File: config.mk
export PLATFORM = sky130hd
export DESIGN_NAME = fact_core
export DESIGN_NICKNAME = d
export VERILOG_FILES = /design/src/rtl/fact_core.sv
export SDC_FILE = /design/constraint.sdc
export NUM_CORES = 1
export LEC_CHECK = 0
export BUFFER_PORTS_ARGS = -buffer_cell sky130_fd_sc_hd__buf_2
export CAP_MARGIN = 20
export CELL_PAD_IN_SITES_DETAIL_PLACEMENT = 1
export CELL_PAD_IN_SITES_GLOBAL_PLACEMENT = 2
export CORE_MARGIN = 3
export CORE_UTILIZATION = 41
export CTS_BUF_LIST = sky130_fd_sc_hd__clkbuf_2 sky130_fd_sc_hd__clkbuf_4 sky130_fd_sc_hd__clkbuf_8
export CTS_CLUSTER_SIZE = 20
export DETAILED_ROUTE_END_ITERATION = 12
export PLACE_DENSITY_LB_ADDON = 0.1
export SLEW_MARGIN = 15
export SYNTH_ARGS = -nofsm -noshare
export SYNTH_HDL_FRONTEND = slang
export SYNTH_SLANG_ARGS = --single-unit
File: constraint.sdc
create_clock -name Clk -period 7.2 [get_ports Clk]
set_input_delay 0.36 -clock Clk [delete_from_list [all_inputs] [get_ports Clk]]
set_output_delay 0.36 -clock Clk [all_outputs]
set_load 0.02 [all_outputs]
File: src/rtl/fact_core.sv
// Iterative factorial engine: one multiply per cycle, Result = N! held in DONE.
// Optional macro FACT_CORE_OVF_DETECT_EN replaces the MAX_N check with full-product overflow detection.
module fact_core #(
    parameter int W     = 32,
    parameter int NW    = 4,
    parameter int MAX_N = 12
) (
    input  logic          Clk,
    input  logic          Rst,
    input  logic          Go,
    input  logic [NW-1:0] N,
    output logic          Busy,
    output logic          Done,
    output logic          Err,
    output logic [W-1:0]  Result
);

    typedef enum logic [1:0] {
        IDLE = 2'd0,
        CALC = 2'd1,
        DONE = 2'd2
    } state_t;

    state_t        state_q, state_d;
    logic [NW-1:0] cnt_q, cnt_d;
    logic [W-1:0]  prod_q, prod_d;
    logic          err_q, err_d;

`ifdef FACT_CORE_OVF_DETECT_EN
    // Full-width product; any bit above W-1 means the true factorial no longer fits.
    logic [W+NW-1:0] full_prod;
    assign full_prod = {{NW{1'b0}}, prod_q} * {{W{1'b0}}, cnt_q};
`else
    logic [W-1:0] low_prod;
    assign low_prod = prod_q * {{(W-NW){1'b0}}, cnt_q};
`endif

    always_comb begin
        state_d = state_q;
        cnt_d   = cnt_q;
        prod_d  = prod_q;
        err_d   = err_q;
        case (state_q)
            IDLE, DONE: begin
                if (Go) begin
                    cnt_d = N;
`ifdef FACT_CORE_OVF_DETECT_EN
                    state_d = CALC;
                    prod_d  = W'(1);
                    err_d   = 1'b0;
`else
                    if (int'(N) > MAX_N) begin
                        state_d = DONE;
                        prod_d  = '0;
                        err_d   = 1'b1;
                    end else begin
                        state_d = CALC;
                        prod_d  = W'(1);
                        err_d   = 1'b0;
                    end
`endif
                end
            end
            CALC: begin
                if (cnt_q <= NW'(1)) begin
                    state_d = DONE;
                end else begin
`ifdef FACT_CORE_OVF_DETECT_EN
                    if (|full_prod[W+NW-1:W]) begin
                        state_d = DONE;
                        prod_d  = '0;
                        err_d   = 1'b1;
                    end else begin
                        prod_d = full_prod[W-1:0];
                        cnt_d  = cnt_q - NW'(1);
                    end
`else
                    prod_d = low_prod;
                    cnt_d  = cnt_q - NW'(1);
`endif
                end
            end
            default: begin
                state_d = IDLE;
            end
        endcase
    end

    always_ff @(posedge Clk or posedge Rst) begin
        if (Rst) begin
            state_q <= IDLE;
            cnt_q   <= '0;
            prod_q  <= '0;
            err_q   <= 1'b0;
        end else begin
            state_q <= state_d;
            cnt_q   <= cnt_d;
            prod_q  <= prod_d;
            err_q   <= err_d;
        end
    end

    assign Busy   = (state_q == CALC);
    assign Done   = (state_q == DONE);
    assign Err    = err_q;
    assign Result = prod_q;

endmodule
Word-level counts from Yosys, hierarchy flattened. Index checks and enable logic that the tools add are counted.

Add/sub/neg operators: 1. Multipliers: 1. Divide/modulo/power cells: 0. $lt $le $gt $ge: 2. Equality and inequality tests: 5. Shift-type cells: 0. Multiplexer cells: 12. Bitwise operators: 0. Reduce and logical (&&, ||, !) cells: 6.

Operators with widths (number): $mux W32 (2); $pmux W32 S2 (1); $mul A32 B4 Y32 (1); $mux W4 (2); $pmux W4 S2 (1); $mux W2 (3); $gt A4 B4 Y1 const B (1); $le A4 B1 Y1 const B (1); $ne A2 B2 Y1 const B (2); $pmux W2 S2 (1); $reduce_and A2 Y1 (2); $sub A4 B1 Y4 const B (1); $reduce_and A3 Y1 (1); $eq A2 B1 Y1 const B (1); $eq A2 B2 Y1 const B (1); $logic_not A2 Y1 (1); $mux W1 (2); $ne A2 B1 Y1 const B (1); $reduce_bool A2 Y1 (1); $reduce_or A2 Y1 (1).

Flip-flop bits (word level): 39. Latch bits: 0. Memory bits (writable): 0. Bits in read-only memories: 0. Input bits: 7. Output and inout port bits: 35. Logic and storage cells: 31. Memories: 0.

Depth between registers and ports, before layout. Gate-level depths: netlist (run 1).

Depth after elaboration: 4. Mapped depth: 15.

Worst setup path before layout (run 1). OpenSTA, ideal clock, no wires.

Kind: register to register. Start point: register cnt_q[2]. End point: register prod_q[26] (netlist: Result[26]). Setup time: 122 ps. Arrival time: 3665 ps. Required time: 7078 ps. Path slack: 3413 ps. Cell stages (with the launch flop): 16. Path buffers: 2. Clock period less this slack: 3787 ps. Path through: dfrtp_1 -> clkbuf_1 -> and2_1 -> fa_1 -> inv_1 -> fa_1 -> inv_1 -> ha_1 -> buf_6 -> a211o_1 -> a21oi_2 -> nand2_1 -> a211oi_2 -> a21oi_1 -> or3_1 -> a32o_1.

Longest elaborated chain between the ends: 3. Elaborated cells between the ends (all ways): 6.

Ends and longest elaborated chain: start: declaration (line 25) `logic [NW-1:0] cnt_q, cnt_d;`; start signal: assignment (line 97) `cnt_q <= cnt_d;`; $mul A32 B4 Y32 / $le A4 B1 Y1 (equally long branches) (line 35, 65); $mux W32 / $ne A2 B2 Y1 (equally long branches); $pmux W32 S2 / $reduce_and A3 Y1 (equally long branches); end signal: assignment (line 98) `prod_q <= prod_d;`; end: declaration (line 26) `logic [W-1:0] prod_q, prod_d;`.

Several ways; a longest one is shown, not always the timed one. The select of a mux whose other input is x is not followed. A chain may end at the register's enable or synchronous reset.

Final worst setup path (run 1).
Start point: register cnt_q[3]. End point: register prod_q[31] (netlist: Result[31]).

The elaborated chain is that of the path after synthesis.

==> results_dict.tcl, run 1 <==
set metrics [dict create \
    status "completed" \
    yosys_register_bits 39 \
    routed_wirelength_mm 15.5 \
    synth_ff_type "dfrtp_1" \
    drive_gt1_frac 0.0881 \
    synth.area.top_cells "fa_1 (21%), dfrtp_1 (18%), and2_1 (10%)" \
    fin_crit_sh 0.616 \
    r2r_setup_slack_ns 2.77 \
    leakagePower_nw 3.05 \
    rows 41 \
    yosys_warnings 0 \
    skew_ns 0.0155 \
    vias 4757 \
    hold_viol 0 \
    cpMostUsedCell "a21oi_1" \
    rsz0062_at_grt "no" \
    setup-tns-final_ns 0 \
    synth_nets 788 \
    yosys.area.top_type_share 0.207 \
    drc 0 \
    post_cts_buffers 0 \
    postSynthAreaPerCell_um2 7.98 \
    overflow 0 \
    slowest_delay_ns 0.63 \
    final_common_cell "inv_1" \
    syn2layout_area_growth_pct 7.95 \
    grt_pass1_wl_mm 26.8 \
    synthArstFlopShare 1.00 \
    cp.required_ns 7.40 \
    drtAntennaViolNets 0 \
    synth_top_area_cell "fa_1" \
    cp.arrival_ns 4.63 \
    synth.distinct_cells 53 \
    r2r_cells 14 \
    cts_tree "done" \
    antenna_found_initial 0 \
    root_buffer "clkbuf_8" \
    grtUsageTotal 0.225 \
    critPathLaunchType "flop" \
    setup_violations 0 \
    maxCapViolations 0 \
    cp_slowest_cell "dfrtp_1" \
    finalMaxSlewViolations 0 \
    grt_max_degree 40 \
    synth_edf_count 0 \
    power_density_nw_per_um2 322 \
    cts-buffers-inserted 5 \
    grt_pass1_vias 5326 \
    r2r_start "cnt_q[3]" \
    hp-class "in2async" \
    dr.pass1.iters 4 \
    port_buffers 41 \
    crit_chain "buf_4 -> and2_1 -> fa_1 -> inv_1 -> fa_1 -> inv_1 -> ha_1 -> a21oi_1 -> o21ai_0 -> a311oi_1 -> a21oi_1 -> a41oi_1 -> mux2i_1 -> a21oi_1" \
    synth-seq-area-share 0.177 \
    antennaDiodeCount 0 \
    ir_worst_vdd_mv 0.279 \
    core_um2 12900 \
    worstSetupPathType "reg2reg" \
    drt_iter0_markers 212 \
    syn_area_um2 5510 \
    path_clk_slew_ns 0.10 \
    die_area_um2 14900 \
    initial_utilization 0.428 \
    die_w_um 122 \
    path_max_fanout 17 \
    ioPinCount 42 \
    nets 812 \
    synthCells 690 \
    fillers 1616 \
    globalplace.congestion 0.777 \
    finalCriticalPeriod_ns 4.43 \
    drt-wirelength-per-cell_um 17.5 \
    routed_via_density 5.36 \
    dp_slack_ns 2.60 \
    worst_slew_pin_slew_ns 0.903 \
    r2r_end "Result[31]" \
    cts_hold_buf 0 \
    cts_max_level 2 \
    end_kind "flop" \
    slew_headroom 0.398 \
    layout_common_cells "inv_1 (118), and2_1 (88), nand2_1 (71), fa_1 (57), buf_2 (41)" \
    place_hpwl_mm 11.7 \
    die-height_um 122 \
    max_freq_mhz 226 \
    cts_max_path_buffers 2 \
    cts.sinks 39 \
    cts_resized 0 \
    setup_ws_ns 2.77 \
    clock_latency_ns 0.33 \
]
## worst max path at each step
| stage | from | endpoint | slack (ns) |
|---|---|---|---|
| 2_1_floorplan | cnt_q[2] | Result[26] | 3.41 |
| 3_3_place_gp | cnt_q[2] | Result[24] | 2.77 |
| 3_5_place_dp | cnt_q[2] | Result[26] | 2.60 |
| 4_1_cts | cnt_q[2] | Result[26] | 2.59 |
| 5_1_grt | cnt_q[3] | Result[31] | 2.54 |
| 6_report | cnt_q[3] | Result[31] | 2.77 |
## flip-flops by register name, indices dropped and copies added, names as in the netlist
register  cells
Result       32
cnt_q         4
state_q       2
Err           1
## Yosys cell counts (3+ instances only)
library cell	n
inv_1	118
and2_1	88
nand2_1	71
fa_1	57
a21oi_1	40
dfrtp_1	39
o21ai_0	38
ha_1	34
clkbuf_1	28
nand3_1	27
nor2_1	26
xnor2_1	17
xor2_1	9
a21o_1	8
a211oi_1	7
nor3_1	7
o211ai_1	6
o21a_1	5
a21boi_0	4
a31oi_1	4
nand2b_1	4
nand4_1	4
o21bai_1	4
a211o_1	3
mux2i_1	3
nor2b_1	3
## kinds of logic (layout without fill, tap and decap cells)
| kind of cell | Yosys count | count (layout) | share of synthesized area |
|---|---|---|---|
| buffers and inverters | 149 | 174 | 0.105 |
| AND/OR/NAND/NOR | 240 | 240 | 0.222 |
| multiplexers | 3 | 3 | 0.00545 |
| adder cells (fa/ha/maj) | 91 | 91 | 0.285 |
| flip-flops | 39 | 39 | 0.177 |
| XOR/XNOR | 26 | 26 | 0.0414 |
| AO/OA/AOI/OAI | 142 | 142 | 0.165 |
## worst max-delay path: cells and delay by family, from the launching register on
kind,cells,cell delay [ns]
flip-flops,1,0.63
AND/OR/NAND/NOR,1,0.18
adder cells (fa/ha/maj),3,1.50
AO/OA/AOI/OAI,6,1.33
multiplexers,1,0.22
buffers and inverters,3,0.43
## per-stage QoR
step	util	power, mW	std cells	instance area [um^2]	hold slack [ns]
6_report	0.462	1.92	887	5940	0.170
4_1_cts	0.460	1.93	886	5930	0.180
5_1_grt	0.462	2.14	887	5940	0.209
3_3_place_gp	0.453	1.70	878	5840	0.457
2_1_floorplan	-	1.35	690	5510	0.458
3_5_place_dp	0.453	1.75	878	5840	0.466
## cell type report
| cell class | instances | area [um^2] | share of cell area |
|---|---|---|---|
| timing repair buffer | 48 | 265 | 0.0446 |
| clock inverter | 1 | 5.00 | 0.000842 |
| multi-input combinational | 502 | 3950 | 0.665 |
| clock buffer | 7 | 83.8 | 0.0141 |
| tap | 172 | 215 | 0.0362 |
| inverter | 118 | 443 | 0.0745 |
| sequential | 39 | 977 | 0.164 |
## routing by layer
| layer | global-route usage | vias up | share of wire |
|---|---|---|---|
| met3 | 0.0237 | 13 | 0.023 |
| met5 | 0 | - | 0 |
| met1 | 0.300 | 2433 | 0.48 |
| li1 | - | 2264 | - |
| met4 | 0.0497 | 0 | 0.011 |
| met2 | 0.394 | 47 | 0.49 |
## power by group
group / switching, mW / internal [mW]
Clock: 0.0969 / 0.0760
Combinational: 0.831 / 0.464
Sequential: 0.154 / 0.294
Total: 1.08 / 0.834
Note: power is estimated with default switching activity, not from simulation.
==> inputs of run 2 (changes only) <==
Settings changed: ABC_AREA set to 1, CORE_UTILIZATION 41 to 35.
Clock period 7.2 ns to 4.1 ns, I/O delays scaled along.
==> run 2 against run 1 <==
  * Wire length is 17% higher
  * Hold slack worse by 0.016 ns
  * Global-route usage is 2.4 points lower
  * Combinational power grew to 2.7 times the previous value
  * Clock power is 110% higher
==> results_dict.tcl, run 2 <==
set metrics [dict create \
    slowest_delay_ns 0.65 \
    grt_pass1_vias 6331 \
    fin_crit_sh 0.907 \
    hp-class "in2reg" \
    dp_cells 1270 \
    cp.arrival_ns 3.94 \
    synth.area.top_cells "nand2_1 (22%), fa_1 (18%), inv_1 (18%)" \
    yosysMostFrequentCell "nand2_1" \
    root_buffer "clkbuf_8" \
    r2r_start "cnt_q[1]" \
    drive_gt1_frac 0.0891 \
    yosys_warnings 0 \
    slew_headroom 0.527 \
    grt_pass1_wl_mm 32.1 \
    setup-tns-final_ns 0 \
    cts_max_level 2 \
    drtAntennaViolNets 0 \
    finish.utilization 0.393 \
    path_clk_slew_ns 0.10 \
    finalMaxSlewViolations 0 \
    antenna_found_initial 0 \
    cp.required_ns 4.32 \
    cts_max_path_buffers 2 \
    rows 48 \
    post_cts_buffers 0 \
    end_kind "flop" \
    cts.sinks 39 \
    critPathLaunchType "flop" \
    setup_violations 0 \
    die_area_um2 19500 \
    routed_via_density 4.56 \
    synthCells 1017 \
    cts_resized 0 \
    layout_common_cells "nand2_1 (370), inv_1 (294), fa_1 (57), nor2_1 (43), buf_2 (41)" \
    clock_latency_ns 0.33 \
    critPathLaunch "cnt_q[1]" \
    rsz0062_at_grt "no" \
    crit_chain "buf_4 -> nand2_1 -> inv_1 -> fa_1 -> inv_1 -> fa_1 -> inv_1 -> ha_1 -> nand2_1 -> inv_1 -> a21oi_1 -> nand2_1 -> a21oi_1 -> nand3_1 -> nand3_1 -> nand2_1" \
    dr.pass1.iters 4 \
    cts-buffers-inserted 5 \
    min_from "N[0]" \
    whs_ns 0.154 \
    instances_no_fill 1280 \
    place_hpwl_mm 15.0 \
    die_w_um 139 \
    final_common_cell "nand2_1" \
    yosys.area.top_type_share 0.223 \
    cts_hold_buf 0 \
    hold_depth 3 \
    die-height_um 139 \
    p_total_mw 4.56 \
    cts_tree "done" \
    maxCapViolations 0 \
    globalplace.congestion 0.828 \
    port_buffers 41 \
    initial_utilization 0.359 \
    cp_slowest_cell "dfrtp_1" \
    nets 1152 \
    yosys_register_bits 39 \
    status "completed" \
    syn2layout_area_growth_pct 9.45 \
    fillers 2392 \
    skew_ns 0.00836 \
    synthTopCellsByCount "nand2_1 (370), inv_1 (295), fa_1 (57)" \
    hold_viol 0 \
    synth_ff_type "dfrtp_1" \
    grtUsageTotal 0.201 \
    antennaDiodeCount 0 \
    postSynthAreaPerCell_um2 6.13 \
    synth_nets 1115 \
    core_um2 17400 \
    synth_top_area_cell "nand2_1" \
    synthArstFlopShare 1.00 \
    max_freq_mhz 269 \
    grt_max_degree 40 \
    path_buf_inv 5 \
    r2r_cells 16 \
    synth-seq-area-share 0.157 \
    critical_path_depth 16 \
    ioPinCount 42 \
    vias 5843 \
    worst_slew_pin_slew_ns 0.709 \
    path_max_fanout 18 \
    drt-wirelength-per-cell_um 14.2 \
    worstSetupPathType "reg2reg" \
    leakagePower_nw 4.61 \
    overflow 0 \
    ir_worst_vdd_mv 0.472 \
    synth.distinct_cells 38 \
    drc 0 \
    crit_family "adder cells" \
    power_density_nw_per_um2 668 \
    largest_register_ffs 32 \
    drt_iter0_markers 154 \
    synth_edf_count 0 \
    syn_area_um2 6230 \
    finalCriticalPeriod_ns 3.72 \
    routed_wirelength_mm 18.2 \
]
## run 2: cell count changes in the layout (fill, tap and decap cells not counted), moves of 6 or more
cell,delta
a211oi_1,-7
a21o_1,-6
a21oi_1,-9
and2_1,-87
inv_1,+176
inv_2,+6
nand2_1,+299
nand2_2,+13
nand3_1,+11
nor2_1,+17
o21ai_0,-16
xnor2_1,-16
xor2_1,-8
## run 2: logic make-up (layout without fill, tap and decap cells)
| group | count (synthesis) | count (layout) | share of synthesized area |
|---|---|---|---|
| AOI/OAI and AO/OA | 72 | 72 | 0.0638 |
| buffers and inverters | 322 | 360 | 0.198 |
| xor gates and xnor gates | 2 | 2 | 0.00281 |
| DFF | 39 | 39 | 0.157 |
| and+or+nand+nor | 491 | 491 | 0.328 |
| adders and majority gates | 91 | 91 | 0.251 |
## run 2: metrics by stage
stage | worst slack, ns | cell area (um^2)
after global routing | 0.0151 | 6820
after global placement | 0.400 | 6680
after detailed placement | 0.351 | 6680
final | 0.383 | 6820
after CTS | 0.319 | 6790
after floorplan | 0.794 | 6230
## run 2: layout make-up
class	count	area, um^2	share of cell area
Multi-Input combinational cell	656	4020	0.590
Inverter	301	1130	0.166
Sequential cell	39	976	0.143
Timing Repair Buffer	51	295	0.0433
Tap cell	225	282	0.0413
Clock buffer	5	68.8	0.0101
Clock inverter	3	46.3	0.00678
## run 2: power by group
part	switching (mW)	total, mW	internal [mW]
Combinational	2.32	3.44	1.13
Sequential	0.221	0.746	0.525
Clock	0.187	0.371	0.184
Total	2.72	4.56	1.84
## run 2: path summary, 6_finish.rpt
kind	end	slack, ns
worst max register to register	Result[28]	0.38
worst min-delay path	cnt_q[0]	0.15
max in group asynchronous	Result[5]	3.16
min in group asynchronous	Result[14]	0.43
worst max-delay path	Result[28]	0.38
worst min register to register	Err	0.51
## run 2: layer usage
metal / track usage / wire length, um / up-vias
li1: - / - / 2987
met1: 0.286 / 9180 / 2814
met2: 0.341 / 8570 / 34
met3: 0.0210 / 326 / 8
met4: 0.0237 / 95 / 0
met5: 0 / 0 / -
## run 2: worst min-delay path, stage by stage
cell and delay, ns:
buf_2 0.11, nand2_1 0.06, a31oi_1 0.08
==> inputs of run 3 (changes only) <==
Settings changed: CELL_PAD_IN_SITES_DETAIL_PLACEMENT 1 to not set, CELL_PAD_IN_SITES_GLOBAL_PLACEMENT 2 to not set, CORE_UTILIZATION 35 to 60.
Clock period 4.1 ns to 4.02 ns, I/O delays scaled along.
==> run 3 against run 2 <==
  * Final cell count down 7.3%
  * Setup slack got worse by 0.018 ns
  * Count of clock-buffer cells in the layout did not move
  * Via count is 1.2% lower
  * Sequential share of layout area grew 0.25 points
  * Wire length fell by 19%
  * First-iteration DRC count up 130%
  * Hold slack lost 0.14 ns
  * Clock skew up 0.0048 ns
  * Sequential power hardly changed
  * Critical path depth increased by 1
  * Highest routed layer unchanged
==> results_dict.tcl, run 3 (same netlist as run 2, synthesis figures left out) <==
set metrics [dict create \
    status "completed" \
    hold_viol 0 \
    max_freq_mhz 274 \
    cp.arrival_ns 3.85 \
    largest_register_ffs 32 \
    hp-class "in2async" \
    drt-wirelength-per-cell_um 12.4 \
    r2r_cells 17 \
    dr.pass1.iters 6 \
    globalplace.congestion 0.970 \
    drive_gt1_frac 0.0882 \
    cp_slowest_cell "dfrtp_1" \
    finish.utilization 0.674 \
    power_density_nw_per_um2 682 \
    r2r_end "Result[24]" \
    grt_max_degree 40 \
    ioPinCount 42 \
    cpMostUsedCell "nand2_1" \
    slew_headroom 0.600 \
    drc 0 \
    layout_common_cells "nand2_1 (370), inv_1 (295), fa_1 (57), nor2_1 (43), buf_2 (41)" \
    path_buf_inv 5 \
    clock_latency_ns 0.30 \
    vias 5775 \
    routed_wirelength_mm 14.7 \
    ir_worst_vdd_mv 0.616 \
    cp.required_ns 4.22 \
    overflow 0 \
    drt_iter0_markers 354 \
    die_w_um 108 \
    fillers 983 \
    rsz0062_at_grt "no" \
    setup-tns-final_ns 0 \
    port_buffers 41 \
    syn2layout_area_growth_pct 7.59 \
    antennaDiodeCount 0 \
    setup_violations 0 \
    path_max_fanout 17 \
    end_kind "flop" \
    grt_pass1_wl_mm 25.7 \
    worstSetupPathType "reg2reg" \
    path_clk_slew_ns 0.09 \
    critical_path_depth 17 \
    final_common_cell "nand2_1" \
    routed_via_density 4.87 \
    place_area_um2 6570 \
    whs_ns 0.0134 \
    r2r_start "cnt_q[3]" \
    cts-buffers-inserted 5 \
    rows 36 \
    slowest_delay_ns 0.61 \
    initial_utilization 0.626 \
    crit_family "adder cells" \
    cts_resized 0 \
    cts_max_level 2 \
    cts_max_path_buffers 2 \
    maxCapViolations 0 \
    grtUsageTotal 0.269 \
    antenna_found_initial 0 \
    place_hpwl_mm 11.7 \
    die_area_um2 11700 \
    grt_pass1_vias 5537 \
    r2r_setup_slack_ns 0.36 \
    skew_ns 0.0131 \
    core_um2 9950 \
    worst_slew_pin_slew_ns 0.600 \
    die-height_um 108 \
    root_buffer "clkbuf_8" \
    finalMaxSlewViolations 0 \
    drtAntennaViolNets 0 \
    finalCriticalPeriod_ns 3.66 \
    post_cts_buffers 0 \
    cts.sinks 39 \
    cts_tree "done" \
    crit_chain "buf_4 -> nand2_1 -> inv_1 -> fa_1 -> inv_1 -> fa_1 -> inv_1 -> ha_1 -> nand2_1 -> nor2_1 -> nand2_1 -> inv_1 -> nand3_1 -> nand3_1 -> nand2_1 -> nand3_1 -> nand2_1" \
    leakagePower_nw 4.61 \
    fin_crit_sh 0.909 \
    critPathLaunchType "flop" \
    nets 1151 \
    cts_hold_buf 0 \
    p_total_mw 4.58 \
    final_cell_area_um2 6710 \
]
run 3: changes by cell type in the layout (fill, tap and decap cells not counted):
cell           delta
buf_12            -1
buf_4             +1
bufinv_16         +1
dlygate4sd3_1     -1
inv_1             +1
inv_2             -1
inv_6             -1
run 3: worst register-to-register path: stages (launching register included):
cell	delay, ns
dfrtp_1	0.61
buf_4	0.30
nand2_1	0.07
inv_1	0.06
fa_1	0.53
inv_1	0.06
fa_1	0.54
inv_1	0.05
ha_1	0.37
nand2_1	0.14
nor2_1	0.23
nand2_1	0.08
inv_1	0.08
nand3_1	0.14
nand3_1	0.12
nand2_1	0.05
nand3_1	0.07
nand2_1	0.05
run 3: worst max path at each step:
stage,startpoint,to,slack [ns]
floorplan,cnt_q[3],Result[26],0.71
global route,cnt_q[3],Result[24],0.10
CTS,cnt_q[3],Result[24],0.34
detailed placement,cnt_q[3],Result[24],0.37
finish,cnt_q[3],Result[24],0.36
global placement,cnt_q[3],Result[21],0.40
run 3: report_power, final:
group	internal (mW)	total (mW)	switching, mW
Combinational	1.13	3.42	2.28
Sequential	0.536	0.747	0.211
Clock	0.248	0.412	0.164
run 3: area by class of cell:
type / instances / area [um^2] / area share
multi-input cells: 656 / 4020 / 0.600
inverters: 301 / 1130 / 0.169
flip-flops and latches: 39 / 976 / 0.145
repair buffers: 50 / 273 / 0.0407
well taps: 133 / 166 / 0.0248
clock buffers: 5 / 68.8 / 0.0103
clock inverters: 3 / 67.6 / 0.0101
run 3: per-layer routing:
metal / wire length (um) / share of wire / vias to the layer above / global-route usage
li1: - / - / 2991 / -
met1: 7100 / 0.48 / 2633 / 0.386
met2: 6770 / 0.46 / 142 / 0.458
met3: 722 / 0.049 / 9 / 0.0233
met4: 99 / 0.0067 / 0 / 0.0334
met5: 0 / 0 / - / 0
run 3: through the flow:
step                      setup slack (ns)  cells
after floorplan                      0.714   1017
after CTS                            0.345   1187
after global routing                 0.103   1187
after global placement               0.404   1179
final                                0.365   1187
after detailed placement             0.375   1179
